[src/rtl/cskipa_seq_ctrl.sv]
// cskipa_seq_ctrl: wide unsigned adder built by time-multiplexing one
// SLICE_W-bit carry-skip slice over NUM_SLICES cycles, LSB slice first.
// Operands come in and the result goes out over valid/ready handshakes.
// Optional feature: define CSKIP_SEQ_OVF_EN to add the signed-overflow
// output ovf.
module cskipa_seq_ctrl #(
    parameter int SLICE_W    = 12,
    parameter int NUM_SLICES = 4,
    localparam int TOT_W     = SLICE_W * NUM_SLICES
) (
    input  logic             clk,
    input  logic             rst,
    input  logic             in_valid,
    output logic             in_ready,
    input  logic [TOT_W-1:0] i_add_term1,
    input  logic [TOT_W-1:0] i_add_term2,
    input  logic             cin,
    output logic             out_valid,
    input  logic             out_ready,
    output logic [TOT_W-1:0] sum,
    output logic             cout,
    output logic             busy
`ifdef CSKIP_SEQ_OVF_EN
    ,
    output logic             ovf
`endif
);

    localparam int NBLK  = SLICE_W / 4;
    localparam int IDX_W = (NUM_SLICES > 1) ? $clog2(NUM_SLICES) : 1;
    localparam logic [IDX_W-1:0] LAST_IDX = IDX_W'(NUM_SLICES - 1);

    typedef enum logic [1:0] {IDLE, RUN, DONE} state_t;

    state_t             state_q;
    logic [TOT_W-1:0]   a_q, b_q, sum_q;
    logic [IDX_W-1:0]   idx_q;
    logic               carry_q, cout_q;
    logic               in_ready_q, out_valid_q, busy_q;
`ifdef CSKIP_SEQ_OVF_EN
    logic               ovf_q;
`endif

    // Slice datapath signals (combinational)
    logic [SLICE_W-1:0] slice_a, slice_b, prop, gen, sum_d;
    logic               carry_d, blk_cin, rip_c, blk_p;

    // Carry-skip slice: ripple inside each 4-bit block, skip mux across it.
    always_comb begin
        // NOTE: every variable gets a default before any conditional or loop
        // update, so no path leaves a value held and no latch is inferred.
        slice_a = a_q[int'(idx_q) * SLICE_W +: SLICE_W];
        slice_b = b_q[int'(idx_q) * SLICE_W +: SLICE_W];
        prop    = slice_a ^ slice_b;
        gen     = slice_a & slice_b;
        sum_d   = '0;
        carry_d = carry_q;
        blk_cin = 1'b0;
        rip_c   = 1'b0;
        blk_p   = 1'b0;
        // NOTE: blocking assignments here are deliberate: each loop step must
        // see the carry produced by the step before it within the same cycle.
        for (int blk = 0; blk < NBLK; blk++) begin
            blk_cin = carry_d;
            rip_c   = carry_d;
            blk_p   = &prop[blk*4 +: 4];
            for (int j = 0; j < 4; j++) begin
                sum_d[blk*4 + j] = prop[blk*4 + j] ^ rip_c;
                rip_c            = gen[blk*4 + j] | (prop[blk*4 + j] & rip_c);
            end
            carry_d = blk_p ? blk_cin : rip_c;
        end
    end

    // Operand shadow registers, loaded on the input handshake.
    always_ff @(posedge clk) begin
        // NOTE: these are not reset: they are only read in RUN, which is
        // always entered through the load below, so a reset value is unused.
        if (state_q == IDLE && in_valid && in_ready_q) begin
            a_q <= i_add_term1;
            b_q <= i_add_term2;
        end
    end

    // Control FSM with registered handshake/status outputs and result regs.
    always_ff @(posedge clk) begin
        if (rst) begin
            state_q     <= IDLE;
            idx_q       <= '0;
            carry_q     <= 1'b0;
            sum_q       <= '0;
            cout_q      <= 1'b0;
            in_ready_q  <= 1'b1;
            out_valid_q <= 1'b0;
            busy_q      <= 1'b0;
`ifdef CSKIP_SEQ_OVF_EN
            ovf_q       <= 1'b0;
`endif
        end else begin
            case (state_q)
                IDLE: begin
                    if (in_valid && in_ready_q) begin
                        carry_q    <= cin;
                        idx_q      <= '0;
                        in_ready_q <= 1'b0;
                        busy_q     <= 1'b1;
                        state_q    <= RUN;
                    end
                end
                RUN: begin
                    sum_q[int'(idx_q) * SLICE_W +: SLICE_W] <= sum_d;
                    carry_q <= carry_d;
                    if (idx_q == LAST_IDX) begin
                        cout_q      <= carry_d;
                        idx_q       <= '0;
                        out_valid_q <= 1'b1;
                        state_q     <= DONE;
`ifdef CSKIP_SEQ_OVF_EN
                        // Carry into the MSB recovered from its sum bit.
                        ovf_q <= (sum_d[SLICE_W-1] ^ prop[SLICE_W-1]) ^ carry_d;
`endif
                    end else begin
                        idx_q <= idx_q + 1'b1;
                    end
                end
                DONE: begin
                    if (out_ready) begin
                        out_valid_q <= 1'b0;
                        in_ready_q  <= 1'b1;
                        busy_q      <= 1'b0;
                        state_q     <= IDLE;
                    end
                end
                default: begin
                    state_q     <= IDLE;
                    in_ready_q  <= 1'b1;
                    out_valid_q <= 1'b0;
                    busy_q      <= 1'b0;
                end
            endcase
        end
    end

    assign in_ready  = in_ready_q;
    assign out_valid = out_valid_q;
    assign busy      = busy_q;
    assign sum       = sum_q;
    assign cout      = cout_q;
`ifdef CSKIP_SEQ_OVF_EN
    assign ovf       = ovf_q;
`endif

endmodule

[config.mk]
export PLATFORM = sky130hd
export DESIGN_NAME = cskipa_seq_ctrl
export DESIGN_NICKNAME = d
export VERILOG_FILES = /design/src/rtl/cskipa_seq_ctrl.sv
export SDC_FILE = /design/constraint.sdc
export NUM_CORES = 1
export LEC_CHECK = 0
export ABC_AREA = 1
export ABC_CLOCK_PERIOD_IN_PS = 22400
export CORE_MARGIN = 1.5
export CORE_UTILIZATION = 50
export CTS_CLUSTER_DIAMETER = 50
export DETAILED_ROUTE_END_ITERATION = 6
export HOLD_SLACK_MARGIN = 0.06
export PLACE_DENSITY = 0.81
export SETUP_SLACK_MARGIN = 0.05
export SYNTH_ARGS = -nofsm -noshare
export SYNTH_HDL_FRONTEND = slang
export SYNTH_SLANG_ARGS = --single-unit
[constraint.sdc]
create_clock -name clk -period 22.4 [get_ports clk]
set_clock_uncertainty 0.05 [all_clocks]
set_input_delay 3.36 -clock clk [delete_from_list [all_inputs] [get_ports clk]]
set_output_delay 3.36 -clock clk [all_outputs]
set_load 0.01 [all_outputs]
==> impl_metrics.toml <==
[worst_setup_path]
worstSetupPathType = "register to register"
cp_data_required_time_ps = 22640
worst_path_most_repeated_cell = "fa_1"
max_stage_delay_ps = 450
cp_data_arrival_time_ps = 7900
cp-start-kind = "register"
cp_max_fo = 37
cp_slowest_cell = "fa_1"
worst_setup_path_end_kind = "register"

[outcome]
status = "complete, no violations"

[global_route]
grt_max_degree = 97
antenna_found_initial = 0
grt-ovfl-total = 0
grt_pass1_wl_mm = 26.74
grt_usage_pct = 24.09
grt_pass1_vias = 5516

[floorplanning]
dieArea_sq_um = 14550
rows = 42
fp.dieW_um = 120.6
die_h_um = 120.6
io_pins = 153
initial_core_util_pct = 51.83
core_sq_um = 13350

[cells_and_area]
drive_gt1_share_pct = 6.383
area_growth_pct = 31.72
antenna_cells = 0
fill_cells = 1013
stdcell_area_sq_um = 9112
layout.nets = 965

[detailed_routing]
via_count = 5472
wl_per_cell_um = 16.47
dr.first_iter.drc_count = 363
ant_nets = 0
drt_wl_total_mm = 16.84
drc = 0
drtPass1Iterations = 5
vias_per_cell = 5.354

[clock_network]
clockRootBuffer = "clkbuf_16"
cts_inserted_buffers = 17
cts_setup_buffers = 0
post_cts_resized = 0
clockBufferDepth = 2
htree_levels = 4
cts-hold-fix-buffers = 0
path_clk_slew_ps = 60
cts.sinks = 153
insertion_delay_ps = 420
tritoncts = "built"

[power_and_ir_drop]
p_per_area_nw_per_um2 = 85.37
p_leak_nw = 3.414
total_power_mw = 0.7780
ir_drop_mv = 0.05948

[synth]
synth_top_area_share_pct = 41.67
syn_nets = 825
synthArstFlopShare_pct = 0
avgSynthCellArea_sq_um = 9.968
synth-seq-cells = 153
ys.warnings.count = 0
netlist_area_sq_um = 6918
synth_area_leader_cell = "edfxtp_1"
synth_common_cells = "nand2_1 (179), edfxtp_1 (96), a21oi_1 (68), dfxtp_1 (57), inv_1 (47)"
synth.most_common_cell = "nand2_1"
ys.flop_type = "edfxtp_1"
netlist_instances = 694
yosysUniqueCellTypes = 40
synthTopCellsByArea = "edfxtp_1 (42%), dfxtp_1 (16%), nand2_1 (9.7%)"
seq_area_frac_synth_pct = 58.17
synth_edf_count = 96

[placement]
dp_worst_setup_slack_ps = 14800
dpl.hpwl_mm = 12.48
io_buffers = 152
gp_congestion = 0.8998
dpl_cell_area_sq_um = 8504

[sta]
maxSlewViolCount = 0
whs_ps = 415.5
layout_setup_ws_ps = 14740
worst_slew_pin_slew_ps = 1154
fin_setup_tns_ps = 0
fin_crit_sh_pct = 34.20
hold_viol = 0
setup_viol = 0
relSlewSlack_pct = 23.07
rsz0062_at_grt = "false"
fin_crit_ps = 7661
max_freq_mhz = 130.5

[hold_path]
worstHoldPathType = "register to register"

[flow_run]
max_cap_viol_count = 0
-- cells by family (layout without fill, tap and decap cells) --
group | Yosys count | after routing | share of synthesized area [%]
AND/OR/NAND/NOR | 272 | 272 | 16.86
buffers and inverters | 88 | 240 | 5.625
adder cells (fa/ha/maj) | 30 | 30 | 6.728
flip-flops | 153 | 153 | 58.17
AO/OA/AOI/OAI | 151 | 151 | 12.62
-- power breakdown --
| group | total [mW] | switching (mW) | internal (mW) |
|---|---|---|---|
| logic | 0.158 | 0.0980 | 0.0601 |
| clock network | 0.294 | 0.108 | 0.185 |
| registers | 0.326 | 0.00621 | 0.320 |
| total | 0.778 | 0.212 | 0.566 |
-- layout make-up --
class / instances / area (sq um) / area share (%)
repair buffers: 156 / 1551 / 17.03
well taps: 176 / 220.2 / 2.417
clock buffers: 19 / 432.9 / 4.751
clock inverters: 12 / 175.2 / 1.922
flip-flops and latches: 153 / 4025 / 44.17
multi-input cells: 453 / 2505 / 27.49
inverters: 53 / 202.7 / 2.224
-- critical path: cells and delay by family (launching register included) --
kind | cells | cell delay (ps)
fa+ha+maj | 12 | 4490
buf+inv | 4 | 960
flops | 1 | 320
compound gates | 5 | 760
simple gates | 7 | 920
-- layer usage --
layer	vias up	track usage, %	share of wire [%]
li1	2636	-	-
met1	2613	29.70	42
met2	183	41.16	50
met3	40	4.623	4.5
met4	0	10.81	3.0
met5	-	0	0
-- sequential cells by signal, summed over array words and instances (netlist names) --
name       flops
b_q           48
busy           1
in_ready       1
out_valid      1
state_q        2
idx_q          2
a_q           48
cout           1
carry_q        1
sum           48
-- cell usage in the layout (no fill, tap or decap), types with 5 or more instances in the layout --
master / count
nand2_1: 179
o22ai_1: 5
o21ai_0: 34
nand3_1: 23
clkdlybuf4s50_1: 152
a21oi_1: 68
or2_1: 8
inv_2: 5
inv_1: 46
dfxtp_1: 56
edfxtp_1: 96
ha_1: 18
fa_1: 12
nor2_1: 43
a32oi_1: 20
o21ai_1: 10
clkbuf_16: 17
-- through the flow --
step                instances  utilization (%)
floorplan                 694                -
global placement          991            63.71
detailed placement        991            63.71
CTS                      1022            68.27
global route             1022            68.27
finish                   1022            68.27
-- path summary, 6_finish.rpt --
check,startpoint,to,slack [ps],cells past startpoint
worst max register to register,idx_q[0]$_SDFFE_PP0P_,sum[23]$_SDFFE_PP0P_,14740,28
worst max-delay path,idx_q[0]$_SDFFE_PP0P_,sum[23]$_SDFFE_PP0P_,14740,28
worst min register to register,sum[28]$_SDFFE_PP0P_,sum[28]$_SDFFE_PP0P_,420,2
worst min-delay path,sum[28]$_SDFFE_PP0P_,sum[28]$_SDFFE_PP0P_,420,2
No activity file was read; power rests on OpenSTA's default activity.
